File: src/rtl/frame_fetch_sequencer.sv
// Streams one frame from SDRAM into the VGA pixel FIFO, throttled by FIFO credit,
// with clean restart when a new frame_start arrives before the current frame finishes.
module frame_fetch_sequencer #(
    parameter int unsigned FRAME_WORDS = 480000,
    parameter logic [24:0] BUF0_BASE   = 25'd0,
    parameter logic [24:0] BUF1_BASE   = 25'd524288,
    parameter int unsigned FIFO_DEPTH  = 512,
    parameter int unsigned USEDW_W     = 9,
    parameter int unsigned MARGIN      = 4
) (
    input  logic               clk,
    input  logic               reset,
    input  logic               frame_start,
    input  logic               buffer_select,
    input  logic [USEDW_W-1:0] fifo_wrusedw,
    input  logic               fifo_wrfull,
    output logic               fifo_wrreq,
    output logic [15:0]        fifo_data,
    output logic [24:0]        avm_address,
    output logic               avm_read,
    input  logic               avm_waitrequest,
    input  logic [15:0]        avm_readdata,
    input  logic               avm_readdatavalid,
    output logic               busy,
    output logic               frame_done,
    output logic [7:0]         late_count
);

    typedef enum logic [1:0] {
        IDLE  = 2'd0,
        FETCH = 2'd1,
        DRAIN = 2'd2,
        ABORT = 2'd3
    } state_t;

    localparam int unsigned    CW           = USEDW_W + 2;
    localparam logic [18:0]    FRAME_LAST   = 19'(FRAME_WORDS);
    localparam logic [CW-1:0]  CREDIT_LIMIT = CW'(FIFO_DEPTH - MARGIN);

    state_t      state;
    logic [24:0] base;
    logic [18:0] issued;
    logic [18:0] written;
    logic [5:0]  outstanding;

    logic          accepted;
    logic          hold;
    logic [CW-1:0] credit_next;
    logic [18:0]   issued_next;
    logic [5:0]    outstanding_next;
    logic          gate_base;
    logic          gate_fetch;
    logic [24:0]   fs_base;
    logic [7:0]    late_next;
    logic          abort_clear;

    // Credit counts every pixel already committed to the FIFO, including a read
    // being accepted right now, so a freshly raised request can never overflow it.
    always_comb begin
        accepted         = avm_read && !avm_waitrequest;
        hold             = avm_read && avm_waitrequest;
        credit_next      = CW'(fifo_wrusedw) + CW'(outstanding) + CW'(fifo_wrreq) + CW'(accepted);
        issued_next      = issued + {18'd0, accepted};
        outstanding_next = outstanding + {5'd0, accepted}
                         - {5'd0, (avm_readdatavalid && (outstanding != 6'd0))};
        gate_base        = (credit_next < CREDIT_LIMIT)
                         && (({1'b0, outstanding} + {6'd0, accepted}) < 7'd32)
                         && !fifo_wrfull;
        gate_fetch       = gate_base && (issued_next < FRAME_LAST);
        fs_base          = buffer_select ? BUF1_BASE : BUF0_BASE;
        late_next        = (late_count == 8'd255) ? 8'd255 : (late_count + 8'd1);
        abort_clear      = (outstanding == 6'd0) && !avm_read && !avm_readdatavalid;
    end

    // Sequencer state, Avalon request, return path and status outputs.
    always_ff @(posedge clk or posedge reset) begin
        if (reset) begin
            state       <= IDLE;
            base        <= BUF0_BASE;
            issued      <= 19'd0;
            written     <= 19'd0;
            outstanding <= 6'd0;
            avm_address <= 25'd0;
            avm_read    <= 1'b0;
            fifo_wrreq  <= 1'b0;
            fifo_data   <= 16'd0;
            busy        <= 1'b0;
            frame_done  <= 1'b0;
            late_count  <= 8'd0;
        end else begin
            outstanding <= outstanding_next;
            fifo_wrreq  <= 1'b0;
            frame_done  <= 1'b0;
            case (state)
                IDLE: begin
                    if (frame_start) begin
                        base        <= fs_base;
                        avm_address <= fs_base;
                        issued      <= 19'd0;
                        written     <= 19'd0;
                        avm_read    <= gate_base;
                        busy        <= 1'b1;
                        state       <= FETCH;
                    end
                end
                FETCH: begin
                    if (avm_readdatavalid) begin
                        fifo_wrreq <= 1'b1;
                        fifo_data  <= avm_readdata;
                        written    <= written + 19'd1;
                    end
                    if (frame_start) begin
                        late_count <= late_next;
                        base       <= fs_base;
                        avm_read   <= hold;
                        state      <= ABORT;
                    end else begin
                        if (accepted) begin
                            avm_address <= avm_address + 25'd1;
                            issued      <= issued_next;
                        end
                        avm_read <= hold || gate_fetch;
                        if (issued_next == FRAME_LAST) begin
                            state <= DRAIN;
                        end
                    end
                end
                DRAIN: begin
                    if (avm_readdatavalid) begin
                        fifo_wrreq <= 1'b1;
                        fifo_data  <= avm_readdata;
                        written    <= written + 19'd1;
                    end
                    if (frame_start) begin
                        late_count <= late_next;
                        base       <= fs_base;
                        state      <= ABORT;
                    end else if (written == FRAME_LAST) begin
                        frame_done <= 1'b1;
                        busy       <= 1'b0;
                        state      <= IDLE;
                    end
                end
                ABORT: begin
                    // Old returns are dropped; a held request still finishes its handshake.
                    avm_read <= hold;
                    if (frame_start) begin
                        late_count <= late_next;
                        base       <= fs_base;
                    end
                    if (abort_clear) begin
                        issued      <= 19'd0;
                        written     <= 19'd0;
                        avm_address <= frame_start ? fs_base : base;
                        avm_read    <= gate_base;
                        state       <= FETCH;
                    end
                end
                default: begin
                    state    <= IDLE;
                    avm_read <= 1'b0;
                    busy     <= 1'b0;
                end
            endcase
        end
    end

endmodule

File: config.mk
export PLATFORM = sky130hd
export DESIGN_NAME = frame_fetch_sequencer
export DESIGN_NICKNAME = d
export VERILOG_FILES = /design/src/rtl/frame_fetch_sequencer.sv
export SDC_FILE = /design/constraint.sdc
export NUM_CORES = 1
export LEC_CHECK = 0
export ABC_AREA = 1
export CORE_MARGIN = 5
export CORE_UTILIZATION = 35
export CTS_CLUSTER_SIZE = 14
export DETAILED_ROUTE_END_ITERATION = 12
export PLACE_DENSITY = 0.54
export SYNTH_ARGS = -nofsm -noshare
export SYNTH_HDL_FRONTEND = slang
export SYNTH_SLANG_ARGS = --single-unit
File: constraint.sdc
create_clock -name clk -period 5.2 [get_ports clk]
set_clock_uncertainty 0.15 [all_clocks]
set_input_delay 1.04 -clock clk [delete_from_list [all_inputs] [get_ports clk]]
set_output_delay 1.04 -clock clk [all_outputs]
set_load 0.02 [all_outputs]
==> flow_summary.ini <==
[status]
status = completed

[routing]
wirelength_um = 17700
ant_nets = 0
drt_iter0_markers = 423
wl_per_cell_um = 13.6
via_count = 6182
drc_errors = 0
dr.pass1.iters = 5
avgViaCountPerCell = 4.75

[placement]
gp_congestion = 0.864
io_buffers = 84
pre_cts_ws_ns = 1.47
dp_hpwl_um = 12700

[power]
p_leak_nw = 4.23
vdd_drop_max_uv = 263
p_sw_share_pct = 41.3
total_power_mw = 4.84
p_clk_share_pct = 26.5
seqPwrFrac_pct = 29.5
power.density_nw_per_um2 = 538
power.internal_mw = 2.84
combPwrFrac_pct = 44.0
power_switching_mw = 2.00

[layout]
fill_cells = 2046
synthToLayoutAreaGrowth_pct = 24.5
layout_commonest_cell = nand2_1
final_cell_mix = nand2_1 (231), inv_1 (133), dfrtp_1 (124)
drive_above_1_share_pct = 7.75
layout.nets = 1087
antenna_cells = 0

[clock_network]
clockRootBuffer = clkbuf_16
worstSkewPairLatency_ns = 0.42
cts_sinks = 124
post-cts-setup-buffer-count = 0
cts_resized = 0
cts_buffers = 17
cts_buffer_depth = 2
clkTransAtPathRegs_ns = 0.06
hold_buffers = 0
h-tree-depth = 4
cts_tree = done

[global_routing]
grt_antenna_before_repair = 0
grt_pass1_wl_um = 29600
grt_pass1_vias = 5885
gr-usage-all-layers_pct = 15.2
overflow = 0
grt_max_degree = 76

[timing]
fin_crit_sh_pct = 63.4
slew_headroom_pct = 46.3
rsz0062_at_grt = false
tightest_slew_ns = 0.805
setup_violations = 0
tns_ns = 0
finalHoldViolations = 0
fmax_mhz = 303
layout_setup_ws_ns = 1.90
slew_viol_final = 0
period_needed_ns = 3.30

[logic_synthesis]
yosysWarnings = 0
ys_seq_area_share_pct = 42.9
syn_nets = 1000
syn-cell-area_sq_um = 7230
synth_cell_types = 50
synth-async-reset-ratio_pct = 100
ys_seq_elements = 124
syn_inst = 932
synth_edf_count = 0
syn_area_per_cell_sq_um = 7.76
ys.flop_type = dfrtp_1

[setup_path]
slowest_delay_ns = 0.48
crit_path_start_kind = primary input
crit_top_cell = nand3_1
cp.arrival_ns = 3.45
path_class = in2reg
cp_top_family = simple AND/OR/NAND/NOR gates
path_cells = clkdlybuf4s50_1, nor2_2, ha_1, ha_1, nand3_1, inv_2, nand3_1, o21ai_1, nand3_1, nor3_1, nand3_1, nand2_1, nand2_2, nand2_1, o21ai_1
crit_buf_inv = 2
end_kind = flop
slowest_stage = clkdlybuf4s50_1
required_ns = 5.35
path_max_fanout = 5

[floorplanning]
num_rows = 52
die_area_sq_um = 23600
core_area_sq_um = 20300
start_util_pct = 35.6
die_w_um = 154
io_pins = 85
die_h_um = 154

[hold_path]
hold_class = reg2reg

[job]
drv_cap = 0
==> flip-flops by register name, indices dropped and copies added (netlist names) <==
name and flops:
written 19, fifo_data 16, frame_done 1, late_count 8
outstanding 6, base 25, state 2, fifo_wrreq 1
busy 1, issued 19, avm_address 25, avm_read 1
==> cell type report <==
type	count	area [sq um]	share of cell area, %
clock buffer	17	425	4.72
clock inverter	15	213	2.36
inverter	140	528	5.86
multi-input combinational	647	3510	38.9
sequential	124	3100	34.5
tap	270	338	3.75
timing repair buffer	89	891	9.89
==> worst min-delay path: stages (launching register included) <==
cell and delay [ns]:
dfrtp_1 0.32, nand2_1 0.05, nand2_1 0.07
==> Yosys cell counts, types with 5 or more instances <==
library cell    n  area (sq um)
a21oi_1        45           225
a22o_1          6          52.6
a22oi_1        13          97.6
a2bb2oi_1       6          52.6
buf_2           7          35.0
clkbuf_1       10          37.5
dfrtp_1       124          3100
ha_1           34           425
inv_1         134           503
nand2_1       231           867
nand2_2         8          50.1
nand3_1        47           235
nand4_1        19           119
nor2_1         91           342
nor2_2          9          56.3
nor2_4          5          56.3
nor3_1         18          90.1
nor4_1          5          31.3
o21ai_0        37           185
o21ai_1         6          30.0
o22ai_1         7          43.8
o31ai_1         6          45.0
or2_2           5          31.3
xor2_1         17           149
==> per-stage QoR <==
stage | instance area [sq um] | util, % | hold slack, ns | cells
after CTS | 9000 | 44.4 | 0.331 | 1302
after floorplan | 7230 | - | 0.288 | 932
final | 9000 | 44.4 | 0.327 | 1302
after global routing | 9000 | 44.4 | 0.347 | 1302
after global placement | 8370 | 41.2 | 0.305 | 1270
after detailed placement | 8370 | 41.2 | 0.315 | 1270
==> layer usage <==
metal  vias up  routed length (um)  global-route usage [%]
li1       3207                   -                       -
met1      2843                8630                    20.9
met2       120                7880                    23.9
met3        12                1040                    4.41
met4         0                 180                    3.62
met5         -                   0                       0
==> cells by family after synthesis <==
group / Yosys count / synth area share, %
flip-flops: 124 / 42.9
XOR/XNOR: 22 / 2.77
AND/OR/NAND/NOR: 449 / 27.6
adder cells (fa/ha/maj): 36 / 6.44
AO/OA/AOI/OAI: 140 / 11.7
buffers and inverters: 161 / 8.58
==> path summary, 6_finish.rpt <==
check / depth (start not counted) / start / end / slack (ns)
worst max-delay path: 15 / avm_waitrequest / state[1]$_DFFE_PP0P_ / 1.90
worst min-delay path: 2 / base[19]$_DFF_PP0_ / base[19]$_DFF_PP0_ / 0.33
worst max register to register: 10 / state[1]$_DFFE_PP0P_ / avm_address[3]$_DFFE_PP0P_ / 2.32
worst min register to register: 2 / base[19]$_DFF_PP0_ / base[19]$_DFF_PP0_ / 0.33
max in group asynchronous: 3 / reset / issued[9]$_DFFE_PP0P_ / 3.11
min in group asynchronous: 2 / reset / base[11]$_DFF_PP0_ / 0.93
==> power by group through the flow <==
stage	Sequential, mW	Clock (mW)	Combinational (mW)
finish	1.43	1.29	2.13
global route	1.47	1.36	2.40
CTS	1.43	1.31	2.16
detailed placement	1.44	0	2.15
global placement	1.44	0	2.15
floorplan	1.59	0	1.26
(Power assumes the default switching activity.)
